### config.mk
export PLATFORM = sky130hd
export DESIGN_NAME = fifo_push_arb
export DESIGN_NICKNAME = d
export VERILOG_FILES = /design/src/rtl/fifo_push_arb.sv
export SDC_FILE = /design/constraint.sdc
export NUM_CORES = 1
export LEC_CHECK = 0
export CAP_MARGIN = 0
export CORE_MARGIN = 2
export CORE_UTILIZATION = 38
export DETAILED_ROUTE_END_ITERATION = 16
export PLACE_DENSITY = 0.93
export SETUP_SLACK_MARGIN = 0.1
export SLEW_MARGIN = 10
export SYNTH_ARGS = -nofsm -noshare
export SYNTH_HDL_FRONTEND = slang
export SYNTH_SLANG_ARGS = --single-unit
### constraint.sdc
create_clock -name clk -period 4.5 [get_ports clk]
set_input_delay 0.675 -clock clk [delete_from_list [all_inputs] [get_ports clk]]
set_output_delay 0.675 -clock clk [all_outputs]
set_load 0.02 [all_outputs]
### src/rtl/fifo_push_arb.sv
// fifo_push_arb: round-robin arbiter that lets one of N_REQ producers at a time
// push a burst of words into a shared FIFO.
//
// Ports
//   clk                    clock, all state changes on the rising edge
//   rst_n                  synchronous active-low reset
//   req_valid[N_REQ]       per-producer word valid
//   req_data[N_REQ*DW]     producer i data at [i*DW +: DW]
//   req_last[N_REQ]        marks the final word of a producer burst
//   req_ready[N_REQ]       per-producer accept (combinational)
//   fifo_push              FIFO push strobe (combinational, one per transfer)
//   fifo_data_in[DW]       FIFO write data (combinational, 0 when idle)
//   fifo_full              FIFO full flag, stalls the current burst
//   fifo_push_err_on_full  FIFO overflow error flag
//   grant_id               current or most recently granted producer
//   busy                   a grant is held
//   err_clr                clears err_sticky
//   err_sticky             latched FIFO overflow error
module fifo_push_arb #(
    parameter int unsigned N_REQ     = 4,
    parameter int unsigned DW        = 8,
    parameter int unsigned MAX_BURST = 4
) (
    input  logic                       clk,
    input  logic                       rst_n,
    input  logic [N_REQ-1:0]           req_valid,
    input  logic [N_REQ*DW-1:0]        req_data,
    input  logic [N_REQ-1:0]           req_last,
    output logic [N_REQ-1:0]           req_ready,
    output logic                       fifo_push,
    output logic [DW-1:0]              fifo_data_in,
    input  logic                       fifo_full,
    input  logic                       fifo_push_err_on_full,
    output logic [$clog2(N_REQ)-1:0]   grant_id,
    output logic                       busy,
    input  logic                       err_clr,
    output logic                       err_sticky
);

    localparam int unsigned GW = $clog2(N_REQ);
    localparam int unsigned CW = $clog2(MAX_BURST + 1);

    typedef enum logic {
        IDLE  = 1'b0,
        BURST = 1'b1
    } state_t;

    state_t          state;
    state_t          state_nx;
    logic [GW-1:0]   rr_ptr;
    logic [GW-1:0]   rr_nx;
    logic [GW-1:0]   grant_nx;
    logic [CW-1:0]   burst_cnt;
    logic [CW-1:0]   cnt_nx;
    logic            err_nx;

    logic            active;
    logic            xfer;
    logic            pick_found;
    logic [GW-1:0]   pick_idx;
    logic [GW-1:0]   grant_after;
    logic            burst_done;

    // Burst is live only outside reset so a word offered during reset is never taken.
    assign active = rst_n && (state == BURST);
    assign xfer   = active && req_valid[grant_id] && !fifo_full;

    // Round robin: first requester at or above rr_ptr, otherwise the lowest one below it.
    always_comb begin
        pick_found = 1'b0;
        pick_idx   = '0;
        for (int unsigned j = 0; j < N_REQ; j++) begin
            if (!pick_found && (GW'(j) >= rr_ptr) && req_valid[j]) begin
                pick_found = 1'b1;
                pick_idx   = GW'(j);
            end
        end
        for (int unsigned j = 0; j < N_REQ; j++) begin
            if (!pick_found && req_valid[j]) begin
                pick_found = 1'b1;
                pick_idx   = GW'(j);
            end
        end
    end

    // Pointer value that follows the current grant, wrapping for any N_REQ.
    assign grant_after = (grant_id == GW'(N_REQ - 1)) ? '0 : grant_id + 1'b1;

    // A transfer ends the burst when it carries last or reaches the burst limit.
    assign burst_done = req_last[grant_id] || (burst_cnt == CW'(MAX_BURST - 1));

    // Datapath outputs: steer the granted producer onto the FIFO port.
    always_comb begin
        req_ready    = '0;
        fifo_data_in = '0;
        fifo_push    = xfer;
        busy         = active;
        for (int unsigned i = 0; i < N_REQ; i++) begin
            if (GW'(i) == grant_id) begin
                req_ready[i] = active && !fifo_full;
                if (active) begin
                    fifo_data_in = req_data[i*DW +: DW];
                end
            end
        end
    end

    // Next-state logic.
    always_comb begin
        state_nx = state;
        grant_nx = grant_id;
        rr_nx    = rr_ptr;
        cnt_nx   = burst_cnt;
        err_nx   = err_sticky;

        if (fifo_push_err_on_full) begin
            err_nx = 1'b1;
        end else if (err_clr) begin
            err_nx = 1'b0;
        end

        case (state)
            IDLE: begin
                if (pick_found) begin
                    state_nx = BURST;
                    grant_nx = pick_idx;
                    cnt_nx   = '0;
                end
            end
            BURST: begin
                if (xfer) begin
                    cnt_nx = burst_cnt + 1'b1;
                    if (burst_done) begin
                        state_nx = IDLE;
                        rr_nx    = grant_after;
                    end
                end else if (!req_valid[grant_id] && !fifo_full) begin
                    // Producer abandoned the burst; a full stall keeps the grant.
                    state_nx = IDLE;
                    rr_nx    = grant_after;
                end
            end
            default: begin
                state_nx = IDLE;
            end
        endcase
    end

    // State register.
    always_ff @(posedge clk) begin
        if (!rst_n) begin
            state      <= IDLE;
            grant_id   <= '0;
            rr_ptr     <= '0;
            burst_cnt  <= '0;
            err_sticky <= 1'b0;
        end else begin
            state      <= state_nx;
            grant_id   <= grant_nx;
            rr_ptr     <= rr_nx;
            burst_cnt  <= cnt_nx;
            err_sticky <= err_nx;
        end
    end

endmodule

==> results_dict.tcl, run 1 <==
set metrics [dict create \
    outcome "complete, no violations" \
    die_area_um2 2858 \
    hold_depth 2 \
    hold_path_end "burst_cnt[1]" \
    synth_seq_cells 9 \
    first_global_vias 1071 \
    die_w_um 53.46 \
    ys.flop_type "dfxtp_1" \
    clock_path_buffers 2 \
    powerDensity_nw_per_um2 193.1 \
    hold_start "burst_cnt[1]" \
    rows 17 \
    rrSetupSlack_ns 2.70 \
    r2r_start "burst_cnt[0]" \
    synth_top_area_share_pct 19.38 \
    cts.clk_slew.worst_paths_ns 0.06 \
    clock-sinks 9 \
    min_period_over_period_pct 76.34 \
    max_stage_delay_ns 0.62 \
    clock_skew_ns 0.001533 \
    ir_drop_mv 0.1859 \
    post_cts_buffers 0 \
    drtIter0Drc 10 \
    io_pins 62 \
    synth.avg_cell_area_um2 7.620 \
    worst_slack_ns 1.065 \
    cp.arrival_ns 2.76 \
    leakagePower_nw 0.6345 \
    critPathLaunchType "register" \
    nets 232 \
    vias 1106 \
    detailed_place.area_um2 1528 \
    ant_nets 0 \
    drive_above_1_share_pct 4.444 \
    reg2reg_depth 6 \
    post_cts_resized 0 \
    max_cap_viol_count 0 \
    wl_mm 3.022 \
    final_util_pct 68.92 \
    async_reset_ff_share_pct 0 \
    io_buffers 61 \
    design_area_um2 1554 \
    start_util_pct 41.23 \
    grt_setup_unrepaired "false" \
    hold_violations 0 \
    critPathKind "reg -> out" \
    required_ns 3.83 \
    synth_area_leaders "dfxtp_1 19%, a221oi_1 8.5%, ha_1 8.1%" \
    cts_tree "done" \
    synth_area_leader_cell "dfxtp_1" \
    avgViaCountPerCell 5.317 \
    yosysWarnings 0 \
    die_y_um 53.46 \
    hp-class "reg -> reg" \
    gr-total-overflow 0 \
    antennaDiodeCount 0 \
    worstPathCellList "inv_1, ha_1, nor2b_1, a221oi_1, a211o_1, a21oi_1, clkdlybuf4s50_1" \
    fmax_ghz 0.2911 \
    maxSlewHeadroom_pct 63.24 \
    r2r-end "rr_ptr[0]" \
    syn_nets 173 \
    syn_inst 122 \
    cts_hold_buf 0 \
    pre_cts_ws_ns 1.361 \
    fin_setup_tns_ns 0 \
    critPathSlowestCell "clkdlybuf4s50_1" \
    drcViolationCount 0 \
    grt_util_all_layers_pct 22.39 \
    ys_seq_area_share_pct 19.38 \
    dp_hpwl_mm 2.515 \
    antenna_found_initial 0 \
    ys_types 35 \
    syn_to_final_growth_pct 67.16 \
    numCtsBuffers 3 \
    clk_latency_ns 0.27 \
    syn-cell-area_um2 929.6 \
    grt_pass1_wl_mm 4.629 \
    drv_slew 0 \
    finalWeightedCongestion 0.8921 \
    nFillCells 193 \
    first_pass_iters 4 \
    layout_min_cycle_time_ns 3.435 \
    tightestPinTransition_ns 0.5515 \
    grt_max_degree 19 \
    critPathCaptureType "primary output" \
    critPathMaxFanout 12 \
    htreeDepth 1 \
    design.core.area_um2 2255 \
    synth_edf_count 0 \
    setup_viol 0 \
    root_buffer "clkbuf_4" \
    wl_per_cell_um 14.53 \
]
-- through the flow --
step / hold WS [ns] / total power [mW] / std cells
6_report: 0.4946 / 0.3001 / 208
5_1_grt: 0.5103 / 0.3195 / 208
4_1_cts: 0.4975 / 0.3022 / 208
3_5_place_dp: 0.4893 / 0.2385 / 204
3_3_place_gp: 0.4640 / 0.2349 / 204
2_1_floorplan: 0.4504 / 0.1689 / 122
-- worst max path at each step --
stage	from	end	slack, ns	cells after the start
5_1_grt	grant_id[1]	fifo_data_in[2]	0.82	7
4_1_cts	grant_id[1]	fifo_data_in[2]	1.07	7
3_5_place_dp	grant_id[1]	fifo_data_in[2]	1.36	7
6_report	grant_id[1]	fifo_data_in[2]	1.06	7
3_3_place_gp	req_valid[1]	fifo_push	1.40	5
2_1_floorplan	grant_id[1]	fifo_data_in[0]	1.76	7
-- cell type report --
type	count	area, µm²	area share, %
multi-input cells	89	638.1	41.06
well taps	28	35.03	2.254
inverters	17	63.81	4.106
flip-flops and latches	9	180.2	11.59
clock buffers	4	26.28	1.691
repair buffers	61	610.6	39.29
-- state kept, by name, summed over array words and instances, names as in the netlist --
signal,cells
burst_cnt,3
err_sticky,1
rr_ptr,2
grant_id,2
state,1
-- worst max-delay path, delay by kind of cell, from the launching register on --
| family | cells | cell delay (ns) |
|---|---|---|
| DFF | 1 | 0.44 |
| buffers and inverters | 2 | 0.74 |
| and+or+nand+nor | 1 | 0.37 |
| adders and majority gates | 1 | 0.33 |
| AOI/OAI and AO/OA | 3 | 0.61 |
-- cells by family after synthesis --
family          share of synthesized area, %
simple gates                           21.67
mux                                    7.806
flops                                  19.38
buf+inv                                11.98
compound gates                         31.09
fa+ha+maj                              8.075
-- Yosys cell counts, types with 4 or more instances --
library cell,count
inv_1,17
nand2_1,14
a21oi_1,12
a221oi_1,9
dfxtp_1,9
a211o_1,8
ha_1,6
nor2_1,6
mux2i_1,5
nor2b_1,5
and2_1,4
clkbuf_1,4
-- cells in the final DEF (no fill, tap or decap), drive strengths merged, types with 5 or more instances in the layout --
cell,netlist,final
ha,6,6
dfxtp,9,9
nand2,15,15
a221oi,9,9
nor2b,5,5
nor2,6,6
mux2i,5,5
a211o,8,8
clkdlybuf4s50,0,61
a21oi,12,12
inv,17,17
-- per-layer routing --
metal / routed length [µm] / part of all wire (%) / global-route usage [%] / vias up
met2: 1481 / 49 / 43.83 / 62
li1: - / - / - / 546
met5: 0 / 0 / 0 / -
met4: 22 / 0.73 / 5.128 / 0
met1: 1142 / 38 / 22.54 / 495
met3: 376 / 12 / 6.780 / 3
-- where the power goes --
| group | leakage [nW] | internal, mW | switching, mW | total, mW |
|---|---|---|---|---|
| Clock | 0.0150 | 0.0342 | 0.0292 | 0.0635 |
| Combinational | 0.546 | 0.0831 | 0.0626 | 0.146 |
| Sequential | 0.0738 | 0.0843 | 0.00660 | 0.0909 |
| Total | 0.634 | 0.202 | 0.0984 | 0.300 |
(Power assumes the default switching activity.)
==> inputs of run 2 (changes only) <==
--- a/config.mk
+++ b/config.mk
@@ -7,9 +7,9 @@
 export LEC_CHECK = 0
 export CAP_MARGIN = 0
 export CORE_MARGIN = 2
-export CORE_UTILIZATION = 38
+export CORE_UTILIZATION = 36
 export DETAILED_ROUTE_END_ITERATION = 16
-export PLACE_DENSITY = 0.93
+export PLACE_DENSITY = 0.89
 export SETUP_SLACK_MARGIN = 0.1
 export SLEW_MARGIN = 10
 export SYNTH_ARGS = -nofsm -noshare
==> constraint.sdc (replaced) <==
create_clock -name clk -period 3.3 [get_ports clk]
set_input_delay 0.495 -clock clk [delete_from_list [all_inputs] [get_ports clk]]
set_output_delay 0.495 -clock clk [all_outputs]
set_load 0.02 [all_outputs]
==> run 2 against run 1 <==
  * Largest cell class unchanged
  * Clock power up 33%
  * Non-clock buffer count unchanged
  * Routed wire length down 2.3%
  * Critical endpoint unchanged
  * Worst hold slack worse by 0.011 ns
==> results_dict.tcl, run 2 (synthesis gave the netlist of run 1 again) <==
set metrics [dict create \
    critPathCaptureType "primary output" \
    tightestPinTransition_ns 0.5661 \
    finalWeightedCongestion 0.8743 \
    setup_viol 0 \
    post_cts_buffers 0 \
    first_global_vias 905 \
    vias 1085 \
    largest_registers "burst_cnt (3), grant_id (2), rr_ptr (2)" \
    layout_commonest_cell "clkdlybuf4s50_1" \
    fin_setup_tns_ns 0 \
    io_pins 62 \
    clock_skew_ns 0.002041 \
    post_cts_resized 1 \
    maxSlewHeadroom_pct 62.26 \
    drive_above_1_share_pct 6.667 \
    nets 232 \
    root_buffer "clkbuf_4" \
    required_ns 2.80 \
    dp_hpwl_mm 2.481 \
    layout_common_cells "61 x clkdlybuf4s50_1, 17 x inv_1, 14 x nand2_1" \
    largest_reg_flops 3 \
    htreeDepth 1 \
    multi_input_area_um2 650.6 \
    ir_drop_mv 0.2055 \
    pre_cts_ws_ns 0.3161 \
    rows 18 \
    leakagePower_nw 0.6425 \
    layout_min_cycle_time_ns 3.009 \
    dp.cells 206 \
    top_register "burst_cnt" \
    critPathKind "reg -> out" \
    start_util_pct 37.87 \
    cts.clk_slew.worst_paths_ns 0.06 \
    clk_latency_ns 0.26 \
    cts_tree "done" \
    max_cap_viol_count 0 \
    io_buffers 61 \
    drtIter0Drc 16 \
    fmax_ghz 0.3323 \
    grt_util_all_layers_pct 19.32 \
    antenna_found_initial 0 \
    powerDensity_nw_per_um2 262.6 \
    gr-total-overflow 0 \
    die_y_um 54.82 \
    die_area_um2 3005 \
    grt_max_degree 19 \
    numCtsBuffers 3 \
    critPathLaunchType "register" \
    grt_setup_unrepaired "false" \
    antennaDiodeCount 0 \
    drcViolationCount 0 \
    nFillCells 214 \
    worst_slack_ns 0.2909 \
    cp.arrival_ns 2.51 \
    wl_mm 2.952 \
    syn_to_final_growth_pct 68.91 \
    cts_hold_buf 0 \
    avgViaCountPerCell 5.167 \
    grt_pass1_wl_mm 4.050 \
    hp-class "reg -> reg" \
    ant_nets 0 \
    design.core.area_um2 2455 \
    seqCellArea_um2 180.2 \
    drv_slew 0 \
    hold_violations 0 \
    outcome "complete, no violations" \
    first_pass_iters 4 \
    clock-sinks 9 \
    fin_cells 210 \
    die_w_um 54.82 \
    critPathMaxFanout 12 \
    min_period_over_period_pct 91.18 \
    wl_per_cell_um 14.06 \
    clock_path_buffers 2 \
]
==> run 2: cell types whose count changed in the layout (fill, tap and decap cells not counted), sizes merged <==
cell / before / now
clkbuf: 4 / 3
clkinv: 0 / 1
==> run 2: report_power, final <==
group | leakage (nW) | internal [mW] | switching, mW
Clock | 0.0177 | 0.0448 | 0.0399
Sequential | 0.0738 | 0.115 | 0.00974
Combinational | 0.551 | 0.116 | 0.0870
Total | 0.643 | 0.276 | 0.137
==> run 2: worst max-delay path, stage by stage (launching register included) <==
cell             delay, ns
dfxtp_1               0.47
inv_1                 0.13
ha_2                  0.28
nor2b_4               0.19
a221oi_1              0.11
a211o_1               0.29
a21oi_1               0.15
clkdlybuf4s50_1       0.63
==> run 2: final timing paths <==
path | slack [ns] | endpoint | startpoint | cells past startpoint
max reg2reg | 1.50 | rr_ptr[1] | grant_id[0] | 3
min reg2reg | 0.48 | burst_cnt[1] | burst_cnt[1] | 2
max | 0.29 | fifo_data_in[2] | grant_id[1] | 7
min | 0.48 | burst_cnt[1] | burst_cnt[1] | 2
==> run 2: cell type report <==
cell class	instances	area share [%]
clock buffers	3	1.434
well taps	30	2.390
repair buffers	61	38.88
clock inverters	1	0.3187
multi-input cells	89	41.43
flip-flops and latches	9	11.47
inverters	17	4.064
==> run 2: stage by stage <==
step / area (µm²) / total power, mW / hold WS [ns] / utilization [%]
global placement: 1530 / 0.3190 / 0.4586 / 62.33
detailed placement: 1530 / 0.3247 / 0.4762 / 62.33
CTS: 1560 / 0.4121 / 0.4880 / 63.56
finish: 1570 / 0.4124 / 0.4832 / 63.97
global route: 1570 / 0.4386 / 0.5059 / 63.97
floorplan: 929.6 / 0.2303 / 0.4504 / -
==> run 2: layer usage <==
layer	track usage (%)	up-vias	share of wire [%]
met1	23.89	506	40
met2	33.93	31	54
li1	-	546	-
met4	4.167	0	0.54
met3	4.098	2	5.5
met5	0	-	0
==> inputs of run 3 (changes only) <==
--- a/config.mk
+++ b/config.mk
@@ -6,7 +6,6 @@
 export NUM_CORES = 1
 export LEC_CHECK = 0
 export CAP_MARGIN = 0
-export CORE_MARGIN = 2
 export CORE_UTILIZATION = 36
 export DETAILED_ROUTE_END_ITERATION = 16
 export PLACE_DENSITY = 0.89
==> run 3 against run 2 <==
  * Sequential power barely moved
  * Non-clock buffer count did not move
  * Clock-buffer cell count rose by 1
  * Flip-flop and latch count did not move
  * Clock power rose by 2%
  * Routed wire length fell by 3.0%
  * Maximum frequency fell by 0.59%
  * Worst hold slack got worse by 0.0030 ns
  * Final area barely moved
  * Total power rose by 0.25%
  * Via count fell by 0.83%
  * Utilization fell by 0.051 points
  * Critical path type unchanged
  * Critical endpoint unchanged
  * Largest power group unchanged
  * Highest routed layer unchanged
==> results_dict.tcl, run 3 (synthesis gave the netlist of run 1 again) <==
set metrics [dict create \
    outcome "complete, no violations" \
    cts.clk_slew.worst_paths_ns 0.06 \
    post_cts_resized 1 \
    die_y_um 52.82 \
    antennaDiodeCount 0 \
    fmax_ghz 0.3304 \
    r2r-end "rr_ptr[1]" \
    antenna_found_initial 0 \
    die_area_um2 2789 \
    numCtsBuffers 3 \
    clock_skew_ns 0.007987 \
    startpoint "grant_id[0]" \
    ant_nets 0 \
    wl_per_cell_um 13.63 \
    clock_path_buffers 2 \
    largest_registers "burst_cnt (3), grant_id (2), rr_ptr (2)" \
    first_pass_iters 4 \
    avgViaCountPerCell 5.124 \
    layout_common_cells "61 x clkdlybuf4s50_1, 17 x inv_1, 14 x nand2_1" \
    start_util_pct 37.87 \
    grt_util_all_layers_pct 19.65 \
    r2r_start "burst_cnt[0]" \
    gr-total-overflow 0 \
    grt_pass1_wl_mm 4.036 \
    io_buffers 61 \
    root_buffer "clkbuf_4" \
    drtIter0Drc 28 \
    critPathMaxFanout 9 \
    hold_violations 0 \
    required_ns 2.80 \
    clock-sinks 9 \
    worst_slack_ns 0.2731 \
    top_register "burst_cnt" \
    layout_commonest_cell "clkdlybuf4s50_1" \
    post_cts_buffers 0 \
    fin_cells 210 \
    wl_mm 2.863 \
    reg2reg_depth 6 \
    grt_max_degree 19 \
    io_pins 62 \
    design.core.area_um2 2455 \
    hp-class "reg -> reg" \
    critPathKind "reg -> out" \
    dp_hpwl_mm 2.366 \
    layout_min_cycle_time_ns 3.027 \
    hold_depth 2 \
    rrSetupSlack_ns 1.49 \
    min_period_over_period_pct 91.73 \
    largest_reg_flops 3 \
    leakagePower_nw 0.6398 \
    first_global_vias 927 \
    drive_above_1_share_pct 6.111 \
    die_w_um 52.82 \
    cts_tree "done" \
    grt_setup_unrepaired "false" \
    critPathCaptureType "primary output" \
    syn_to_final_growth_pct 68.77 \
    rows 18 \
    pre_cts_ws_ns 0.3419 \
    clk_latency_ns 0.27 \
    crit_end "fifo_data_in[2]" \
    drv_slew 0 \
    cp.arrival_ns 2.53 \
    fin_setup_tns_ns 0 \
    dp.cells 206 \
    tightestPinTransition_ns 0.5731 \
    ir_drop_mv 0.2734 \
    cts_hold_buf 0 \
    vias 1076 \
    maxSlewHeadroom_pct 61.79 \
    finalWeightedCongestion 0.8518 \
    critPathLaunchType "register" \
    htreeDepth 1 \
    nets 232 \
    drcViolationCount 0 \
    setup_viol 0 \
    powerDensity_nw_per_um2 263.5 \
    max_cap_viol_count 0 \
]
-- run 3: cell count changes in the layout (fill, tap and decap cells not counted) --
cell      delta
clkinv_2     -1
clkbuf_1     +1
-- run 3: metal layers --
metal	wire (µm)	GRT usage [%]	vias to the layer above	part of all wire, %
li1	-	-	550	-
met1	1270	24.96	487	44
met2	1382	32.07	33	48
met3	170	6.087	6	5.9
met4	39	4.386	0	1.4
met5	0	0	-	0
-- run 3: metrics by stage --
step / total power [mW] / hold WS [ns] / util (%) / cell area [µm²]
2_1_floorplan: 0.2303 / 0.4504 / - / 929.6
3_3_place_gp: 0.3191 / 0.4587 / 62.33 / 1530
3_5_place_dp: 0.3238 / 0.4736 / 62.33 / 1530
4_1_cts: 0.4113 / 0.4813 / 63.51 / 1559
5_1_grt: 0.4388 / 0.5211 / 63.91 / 1569
6_report: 0.4134 / 0.4803 / 63.91 / 1569
-- run 3: power by group --
group	switching (mW)	internal, mW
Sequential	0.00918	0.115
Combinational	0.0868	0.116
Clock	0.0398	0.0467
-- run 3: worst min path at each step --
stage	slack, ns	to	start
2_1_floorplan	0.45	burst_cnt[0]	burst_cnt[0]
3_3_place_gp	0.46	burst_cnt[1]	burst_cnt[1]
3_5_place_dp	0.47	err_sticky	err_sticky
4_1_cts	0.48	burst_cnt[1]	burst_cnt[1]
5_1_grt	0.52	burst_cnt[0]	burst_cnt[0]
6_report	0.48	burst_cnt[1]	burst_cnt[1]
-- run 3: cell type report --
cell class                      count  area (µm²)
Inverter                           17       63.81
Tap cell                           30       37.54
Multi-Input combinational cell     89       650.6
Clock buffer                        4       26.28
Timing Repair Buffer               61       610.6
Fill cell                         202       885.9
Sequential cell                     9       180.2
-- run 3: worst max-delay path: stages, from the launching register on --
cell,delay [ns]
dfxtp_1,0.55
inv_1,0.13
ha_1,0.26
nor2b_4,0.16
a221oi_1,0.39
a211o_1,0.16
a21oi_1,0.06
clkdlybuf4s50_1,0.55
